<file path="config.mk">
export PLATFORM = sky130hd
export DESIGN_NAME = imm_split
export DESIGN_NICKNAME = d
export VERILOG_FILES = /design/src/rtl/imm_split.sv
export SDC_FILE = /design/constraint.sdc
export NUM_CORES = 1
export LEC_CHECK = 0
export BUFFER_PORTS_ARGS = -buffer_cell sky130_fd_sc_hd__buf_2
export CAP_MARGIN = 20
export CORE_UTILIZATION = 45
export CTS_CLUSTER_SIZE = 20
export DETAILED_ROUTE_END_ITERATION = 16
export HOLD_SLACK_MARGIN = 0.1
export PLACE_DENSITY = 0.73
export SYNTH_ARGS = -nofsm -noshare
export SYNTH_HDL_FRONTEND = slang
export SYNTH_SLANG_ARGS = --single-unit
</file>
<file path="constraint.sdc">
create_clock -name clk -period 5.26 [get_ports clk]
set_input_delay 0.263 -clock clk [delete_from_list [all_inputs] [get_ports clk]]
set_output_delay 0.263 -clock clk [all_outputs]
set_load 0.02 [all_outputs]
</file>
<file path="src/rtl/imm_split.sv">
// imm_split: turns a 32-bit constant into the shortest (imm16, eop) beat sequence the immediate extender rebuilds it from.
// Optional self-checking extender is enabled by defining IMM_SPLIT_CHECK_EN (chk_err tied to 0 otherwise).
module imm_split #(
    parameter int TAG_W    = 4,
    parameter int SHIFT_EN = 1
) (
    input  logic             clk,
    input  logic             rst_n,
    input  logic             in_valid,
    output logic             in_ready,
    input  logic [31:0]      in_value,
    input  logic [TAG_W-1:0] in_tag,
    output logic             out_valid,
    input  logic             out_ready,
    output logic [15:0]      out_imm,
    output logic [1:0]       out_eop,
    output logic             out_combine,
    output logic             out_last,
    output logic [TAG_W-1:0] out_tag,
    output logic             chk_err
);

    typedef enum logic [1:0] {IDLE, ONE, HI, LO} state_e;

    typedef struct packed {
        logic        two_beat;
        logic [1:0]  eop;
        logic [15:0] imm;
    } split_t;

    localparam logic [1:0] EOP_SEXT  = 2'b00;
    localparam logic [1:0] EOP_ZEXT  = 2'b01;
    localparam logic [1:0] EOP_HIGH  = 2'b10;
    localparam logic [1:0] EOP_SHIFT = 2'b11;

    // Cheapest single-beat encoding wins; otherwise the first (high-half) beat of a pair.
    function automatic split_t classify(input logic [31:0] v);
        split_t s;
        s.two_beat = 1'b0;
        s.eop      = EOP_SEXT;
        s.imm      = v[15:0];
        if (v[31:15] == {17{v[15]}}) begin
            s.eop = EOP_SEXT;
            s.imm = v[15:0];
        end else if (v[31:16] == 16'h0000) begin
            s.eop = EOP_ZEXT;
            s.imm = v[15:0];
        end else if (v[15:0] == 16'h0000) begin
            s.eop = EOP_HIGH;
            s.imm = v[31:16];
        end else if ((SHIFT_EN != 0) && (v[1:0] == 2'b00) && (v[31:18] == {14{v[17]}})) begin
            s.eop = EOP_SHIFT;
            s.imm = v[17:2];
        end else begin
            s.two_beat = 1'b1;
            s.eop      = EOP_HIGH;
            s.imm      = v[31:16];
        end
        return s;
    endfunction

    state_e           state_q;
    logic             out_valid_q;
    logic [15:0]      out_imm_q;
    logic [1:0]       out_eop_q;
    logic             out_combine_q;
    logic             out_last_q;
    logic [TAG_W-1:0] out_tag_q;
    logic [15:0]      lo_imm_q;

    logic   fire;
    logic   accept;
    split_t split;

    assign fire     = out_valid_q && out_ready;
    // A new constant may enter only when the output stage is empty or its final beat leaves this cycle.
    assign in_ready = (state_q == IDLE) || (fire && out_last_q);
    assign accept   = in_valid && in_ready;
    assign split    = classify(in_value);

    // NOTE: all state below uses non-blocking assignments so every register samples pre-edge values.
    always_ff @(posedge clk or negedge rst_n) begin
        if (!rst_n) begin
            state_q       <= IDLE;
            out_valid_q   <= 1'b0;
            out_imm_q     <= '0;
            out_eop_q     <= '0;
            out_combine_q <= 1'b0;
            out_last_q    <= 1'b0;
            out_tag_q     <= '0;
            lo_imm_q      <= '0;
        end else if (accept) begin
            state_q       <= split.two_beat ? HI : ONE;
            out_valid_q   <= 1'b1;
            out_imm_q     <= split.imm;
            out_eop_q     <= split.eop;
            out_combine_q <= 1'b0;
            out_last_q    <= !split.two_beat;
            out_tag_q     <= in_tag;
            lo_imm_q      <= in_value[15:0];
        end else if (fire) begin
            if (state_q == HI) begin
                state_q       <= LO;
                out_imm_q     <= lo_imm_q;
                out_eop_q     <= EOP_ZEXT;
                out_combine_q <= 1'b1;
                out_last_q    <= 1'b1;
            end else begin
                state_q     <= IDLE;
                out_valid_q <= 1'b0;
            end
        end
    end

    assign out_valid   = out_valid_q;
    assign out_imm     = out_imm_q;
    assign out_eop     = out_eop_q;
    assign out_combine = out_combine_q;
    assign out_last    = out_last_q;
    assign out_tag     = out_tag_q;

`ifdef IMM_SPLIT_CHECK_EN
    function automatic logic [31:0] extend(input logic [15:0] imm, input logic [1:0] eop);
        logic [31:0] r;
        case (eop)
            EOP_SEXT: r = {{16{imm[15]}}, imm};
            EOP_ZEXT: r = {16'h0000, imm};
            EOP_HIGH: r = {imm, 16'h0000};
            default:  r = {{14{imm[15]}}, imm, 2'b00};
        endcase
        return r;
    endfunction

    logic [31:0] cap_q;
    logic [31:0] acc_q;
    logic [31:0] acc_d;
    logic        chk_err_q;

    assign acc_d = out_combine_q ? (acc_q | extend(out_imm_q, out_eop_q))
                                 : extend(out_imm_q, out_eop_q);

    always_ff @(posedge clk or negedge rst_n) begin
        if (!rst_n) begin
            cap_q     <= '0;
            acc_q     <= '0;
            chk_err_q <= 1'b0;
        end else begin
            if (accept) begin
                cap_q <= in_value;
            end
            if (fire) begin
                acc_q <= acc_d;
                if (out_last_q && (acc_d != cap_q)) begin
                    chk_err_q <= 1'b1;
                end
            end
        end
    end

    assign chk_err = chk_err_q;
`else
    assign chk_err = 1'b0;
`endif

endmodule

</file>
==> impl_metrics.env, run 1 <==
export IMPL_status="finished, final reports clean"
export IMPL_clk_insertion_delay_late_ns=0.30
export IMPL_synthFlopType="dfrtp_1"
export IMPL_p_leak_nw=1.30
export IMPL_worst_ep_required_time_ns=5.46
export IMPL_die_area_sq_um=5350
export IMPL_grt_pass1_vias=1974
export IMPL_hold_viol_final=0
export IMPL_synth_nets=310
export IMPL_initial_utilization_pct=47.6
export IMPL_routed_wirelength_um=5730
export IMPL_worst_pin_slew_ns=0.972
export IMPL_maxCapViolations=0
export IMPL_place_congestion=0.876
export IMPL_drtIter0Drc=91
export IMPL_maxSlewHeadroom_pct=35.2
export IMPL_rr_endpoint="out_imm[1]"
export IMPL_fin_hold_ws_ns=0.111
export IMPL_instances_no_fill=395
export IMPL_synth_avg_cell_area_sq_um=8.44
export IMPL_pre_cts_ws_ns=2.39
export IMPL_setup_viol=0
export IMPL_hp_class="in2async"
export IMPL_antenna_found_initial=0
export IMPL_htree_levels=2
export IMPL_ctsResizeCount=0
export IMPL_place_detailed_hpwl_um=3970
export IMPL_cts_buffers=5
export IMPL_min_period_ns=2.86
export IMPL_finalCritPeriodShare_pct=54.3
export IMPL_grt_overflow=0
export IMPL_grt_max_degree=56
export IMPL_synth_edff_count=0
export IMPL_track_usage_pct=22.9
export IMPL_chipHeight_um=73.2
export IMPL_wire_per_inst_um=14.5
export IMPL_cts_root_buf="clkbuf_8"
export IMPL_max_freq_mhz=350
export IMPL_max_vdd_ir_drop_v=0.000264
export IMPL_areaGrowthSynthToFinish_pct=19.4
export IMPL_powerDensity_nw_per_um2=539
export IMPL_drv_slew=0
export IMPL_ys_async_sr_fraction_pct=100
export IMPL_critPathMaxFanout=55
export IMPL_portBuffers=65
export IMPL_n_antenna_cell=0
export IMPL_regToRegSetupSlack_ns=2.40
export IMPL_fill_cells=464
export IMPL_path_class="reg2reg"
export IMPL_seq_area_frac_synth_pct=47.2
export IMPL_ys_warn_count=0
export IMPL_dpl_cell_area_sq_um=2620
export IMPL_ant_nets=0
export IMPL_clockBufferDepth=2
export IMPL_nets=368
export IMPL_vias_per_cell=5.42
export IMPL_post_cts_buffers=0
export IMPL_grt_pass1_wl_um=9290
export IMPL_rsz0062_at_grt="no"
export IMPL_cts_sinks=43
export IMPL_arrival_ns=3.06
export IMPL_end_kind="flop"
export IMPL_ys_seq_elements=43
export IMPL_path_clk_slew_ns=0.08
export IMPL_startpoint_type="flop"
export IMPL_r2r_start="state_q[1]"
export IMPL_postCtsHoldBufs=0
export IMPL_dr_pass1_iters=4
export IMPL_cts_tree="done"
export IMPL_drc_errors=0
export IMPL_row_count=25
export IMPL_core_area_sq_um=4790
export IMPL_syn_area_sq_um=2280
export IMPL_io_pins=67
export IMPL_setup_ws_ns=2.40
export IMPL_syn_inst=270
export IMPL_fin_skew_ns=0.00605
export IMPL_drive_above_1_share_pct=26.8
export IMPL_dp_cells=388
export IMPL_reg2regPathDepth=4
export IMPL_fin_tns_setup_ns=0
export IMPL_vias=2139
export IMPL_die_width_um=73.2
export IMPL_final_area_sq_um=2720
export IMPL_ys_types=32
[state kept, by name, indices dropped and copies added (netlist names)]
| signal | cells |
|---|---|
| out_eop | 2 |
| lo_imm_q | 16 |
| out_imm | 16 |
| out_combine | 1 |
| out_valid | 1 |
| out_tag | 4 |
| state_q | 2 |
| out_last | 1 |
[kinds of logic (layout without fill, tap and decap cells)]
kind of cell,after synthesis,after routing,share of synthesized area (%)
buffers and inverters,16,74,3.90
multiplexers,15,15,6.59
AO/OA/AOI/OAI,54,54,15.3
AND/OR/NAND/NOR,141,141,26.8
flip-flops,43,43,47.2
other,1,1,0.164
[synthesized netlist by cell type, types with 2 or more instances]
| master | count | area [sq um] |
|---|---|---|
| clkbuf_1 | 11 | 41.3 |
| or4_1 | 4 | 30.0 |
| mux2i_1 | 15 | 150 |
| o21ai_2 | 9 | 78.8 |
| nand3_1 | 9 | 45.0 |
| a31oi_1 | 16 | 100 |
| nand4_1 | 3 | 18.8 |
| nor2_1 | 7 | 26.3 |
| nor3_1 | 2 | 10.0 |
| o21ai_1 | 3 | 15.0 |
| a21oi_1 | 15 | 75.1 |
| nand2_1 | 106 | 398 |
| o21ai_0 | 4 | 20.0 |
| dfrtp_1 | 43 | 1080 |
| nor4_1 | 5 | 31.3 |
| o21a_1 | 2 | 15.0 |
[metrics by stage]
step	power (W)	util, %
after floorplan	0.00103	-
after global routing	0.00158	56.9
after CTS	0.00148	56.9
after global placement	0.00121	54.7
final	0.00147	56.9
after detailed placement	0.00122	54.7
[worst max-delay path, stage by stage, from the launching register on]
cell     delay (ns)
dfrtp_1        0.40
o21ai_0        0.26
and2_2         0.83
nand3_1        0.85
o21ai_0        0.40
[how the worst max path moves through the flow]
stage | from | to
2_1_floorplan | state_q[1] | out_imm[13]
6_report | state_q[1] | out_imm[1]
4_1_cts | state_q[1] | out_imm[1]
5_1_grt | state_q[1] | out_imm[1]
3_5_place_dp | state_q[1] | out_imm[1]
3_3_place_gp | state_q[1] | out_imm[5]
[placed cells by master (no fill, tap or decap), types with 2 or more instances in the layout]
master,count
nand2_1,106
nor4_1,5
a21oi_1,15
clkbuf_8,5
a31oi_1,16
nand3_1,9
o21a_1,2
mux2i_1,15
o21ai_0,4
nand4_1,3
nor2_1,7
or4_1,4
o21ai_1,3
o21ai_2,9
buf_4,2
nor3_1,2
dfrtp_1,43
buf_2,65
[layer usage]
| layer | part of all wire, % | GRT usage [%] |
|---|---|---|
| met5 | 0 | 0 |
| met4 | 1.6 | 8.50 |
| met3 | 6.6 | 4.97 |
| met2 | 47 | 35.9 |
| met1 | 45 | 31.1 |
[power by group]
part / internal (W) / switching, W / leakage [nW]
Sequential: 0.000489 / 0.0000858 / 0.532
Clock: 0.000139 / 0.000114 / 0.0502
Combinational: 0.000229 / 0.000412 / 0.712
Total: 0.000857 / 0.000611 / 1.30
[cell type report]
class / count / area (sq um) / share of cell area [%]
Clock buffer: 5 / 68.8 / 2.53
Clock inverter: 2 / 37.5 / 1.38
Multi-Input combinational cell: 211 / 1120 / 41.0
Sequential cell: 43 / 1080 / 39.5
Tap cell: 67 / 83.8 / 3.08
Timing Repair Buffer: 67 / 340 / 12.5
Note: power is estimated with default switching activity, not from simulation.
==> run 2, diff against run 1 <==
- PLACE_DENSITY: 0.73 -> 0.76
- clock period: 5.26 -> 2.55 ns (I/O delays scaled with it)
==> run 2 against run 1 <==
- clock skew is 0.0031 ns lower
- hold slack hardly changed
- cell count is 6.3% higher
- worst setup slack worse by 1.8 ns
- register-to-register slack worse by 1.7 ns
- final area is 8.8% higher
- critical endpoint is now out_imm[14]
==> impl_metrics.env, run 2 (synthesized netlist as in run 1, its figures left out) <==
export IMPL_maxCapViolations=0
export IMPL_power_internal_w=0.00178
export IMPL_vias_per_cell=5.41
export IMPL_clk_insertion_delay_late_ns=0.29
export IMPL_maxSlewHeadroom_pct=55.5
export IMPL_cts_tree="done"
export IMPL_htree_levels=2
export IMPL_worst_pin_slew_ns=0.665
export IMPL_critPathMaxFanout=13
export IMPL_arrival_ns=2.13
export IMPL_hp_class="in2reg"
export IMPL_clkPwrFrac_pct=15.5
export IMPL_mostFrequentLayoutCell="nand2_1"
export IMPL_drc_errors=0
export IMPL_place_congestion=0.952
export IMPL_row_count=25
export IMPL_max_freq_mhz=513
export IMPL_track_usage_pct=24.9
export IMPL_p_sw_share_pct=42.0
export IMPL_p_comb_share_pct=45.6
export IMPL_max_vdd_ir_drop_v=0.000625
export IMPL_setup_viol=0
export IMPL_areaGrowthSynthToFinish_pct=29.9
export IMPL_initial_utilization_pct=47.6
export IMPL_cts_buffers=5
export IMPL_drv_slew=0
export IMPL_cts_sinks=43
export IMPL_grt_pass1_wl_um=10100
export IMPL_portBuffers=65
export IMPL_n_antenna_cell=0
export IMPL_path_class="in2reg"
export IMPL_chipHeight_um=73.2
export IMPL_clockBufferDepth=2
export IMPL_seqPwrFrac_pct=38.8
export IMPL_power_switching_w=0.00129
export IMPL_wire_per_inst_um=14.9
export IMPL_antenna_found_initial=0
export IMPL_fin_skew_ns=0.00294
export IMPL_nets=392
export IMPL_rsz0062_at_grt="no"
export IMPL_mostFrequentLayoutCells="106 x nand2_1, 65 x buf_2, 43 x dfrtp_1"
export IMPL_drtIter0Drc=128
export IMPL_setup_ws_ns=0.601
export IMPL_startpoint_type="primary input"
export IMPL_fin_tns_setup_ns=0
export IMPL_grt_pass1_vias=2184
export IMPL_end_kind="flop"
export IMPL_worst_ep_required_time_ns=2.73
export IMPL_finalCritPeriodShare_pct=76.5
export IMPL_die_width_um=73.2
export IMPL_hold_viol_final=0
export IMPL_path_clk_slew_ns=0.08
export IMPL_dr_pass1_iters=4
export IMPL_core_area_sq_um=4790
export IMPL_p_leak_nw=1.41
export IMPL_pre_cts_ws_ns=0.335
export IMPL_vias=2273
export IMPL_min_period_ns=1.95
export IMPL_grt_max_degree=44
export IMPL_grt_overflow=0
export IMPL_place_detailed_hpwl_um=4290
export IMPL_die_area_sq_um=5350
export IMPL_routed_wirelength_um=6280
export IMPL_drive_above_1_share_pct=26.6
export IMPL_io_pins=67
export IMPL_cts_root_buf="clkbuf_8"
export IMPL_powerDensity_nw_per_um2=1030
export IMPL_ant_nets=0
export IMPL_fill_cells=449
export IMPL_status="finished, final reports clean"
==> run 2: routing by layer <==
metal	global-route usage (%)	share of wire [%]	wire [um]	vias up
li1	-	-	-	1099
met1	32.2	45	2790	1076
met2	42.6	49	3050	93
met3	4.56	5.9	368	5
met4	7.19	1.1	66	0
met5	0	0	0	-
==> run 2: layout make-up <==
class                           count  area (sq um)  area share (%)
Clock buffer                        8           100            3.38
Multi-Input combinational cell    211          1120            37.7
Sequential cell                    43          1080            36.3
Tap cell                           67          83.8            2.83
Timing Repair Buffer               91           586            19.8
==> run 2: path summary, 6_finish.rpt <==
path	start	to	slack [ns]	cells past startpoint
max	in_value[20]	out_imm[14]	0.60	8
min	in_value[15]	lo_imm_q[15]	0.11	3
max reg2reg	state_q[1]	state_q[0]	0.75	5
min reg2reg	out_tag[2]	out_tag[2]	0.47	2
max in group asynchronous	rst_n	lo_imm_q[5]	1.72	3
min in group asynchronous	rst_n	lo_imm_q[11]	0.34	2
==> run 2: metrics by stage <==
step / hold WS (ns) / cells / area, sq um / power [W] / utilization [%]
after CTS: 0.107 / 419 / 2930 / 0.00307 / 61.3
after detailed placement: 0.322 / 393 / 2650 / 0.00257 / 55.5
final: 0.111 / 420 / 2960 / 0.00306 / 61.9
after floorplan: -0.168 / 270 / 2280 / 0.00212 / -
after global placement: 0.316 / 393 / 2650 / 0.00252 / 55.5
after global routing: 0.118 / 420 / 2960 / 0.00329 / 61.9
==> run 2: timing repair <==
action,CTS,global route
hold buffers,18,0
setup buffers,0,0
resized for setup,0,0
endpoints found under the hold margin,60,0
==> run 2: power by group through the flow <==
| stage | Sequential, W | Clock (W) | Combinational [W] |
|---|---|---|---|
| CTS | 0.00119 | 0.000485 | 0.00140 |
| global route | 0.00123 | 0.000507 | 0.00155 |
| global placement | 0.00119 | 0 | 0.00133 |
| finish | 0.00119 | 0.000475 | 0.00140 |
| detailed placement | 0.00120 | 0 | 0.00136 |
| floorplan | 0.00140 | 0 | 0.000712 |
==> run 2: critical path, cell delays in order <==
cell	delay, ns
buf_2	0.11
or4_1	0.56
nor4_1	0.19
a22oi_1	0.19
nor4b_4	0.28
buf_4	0.31
mux2i_1	0.29
o21ai_2	0.07
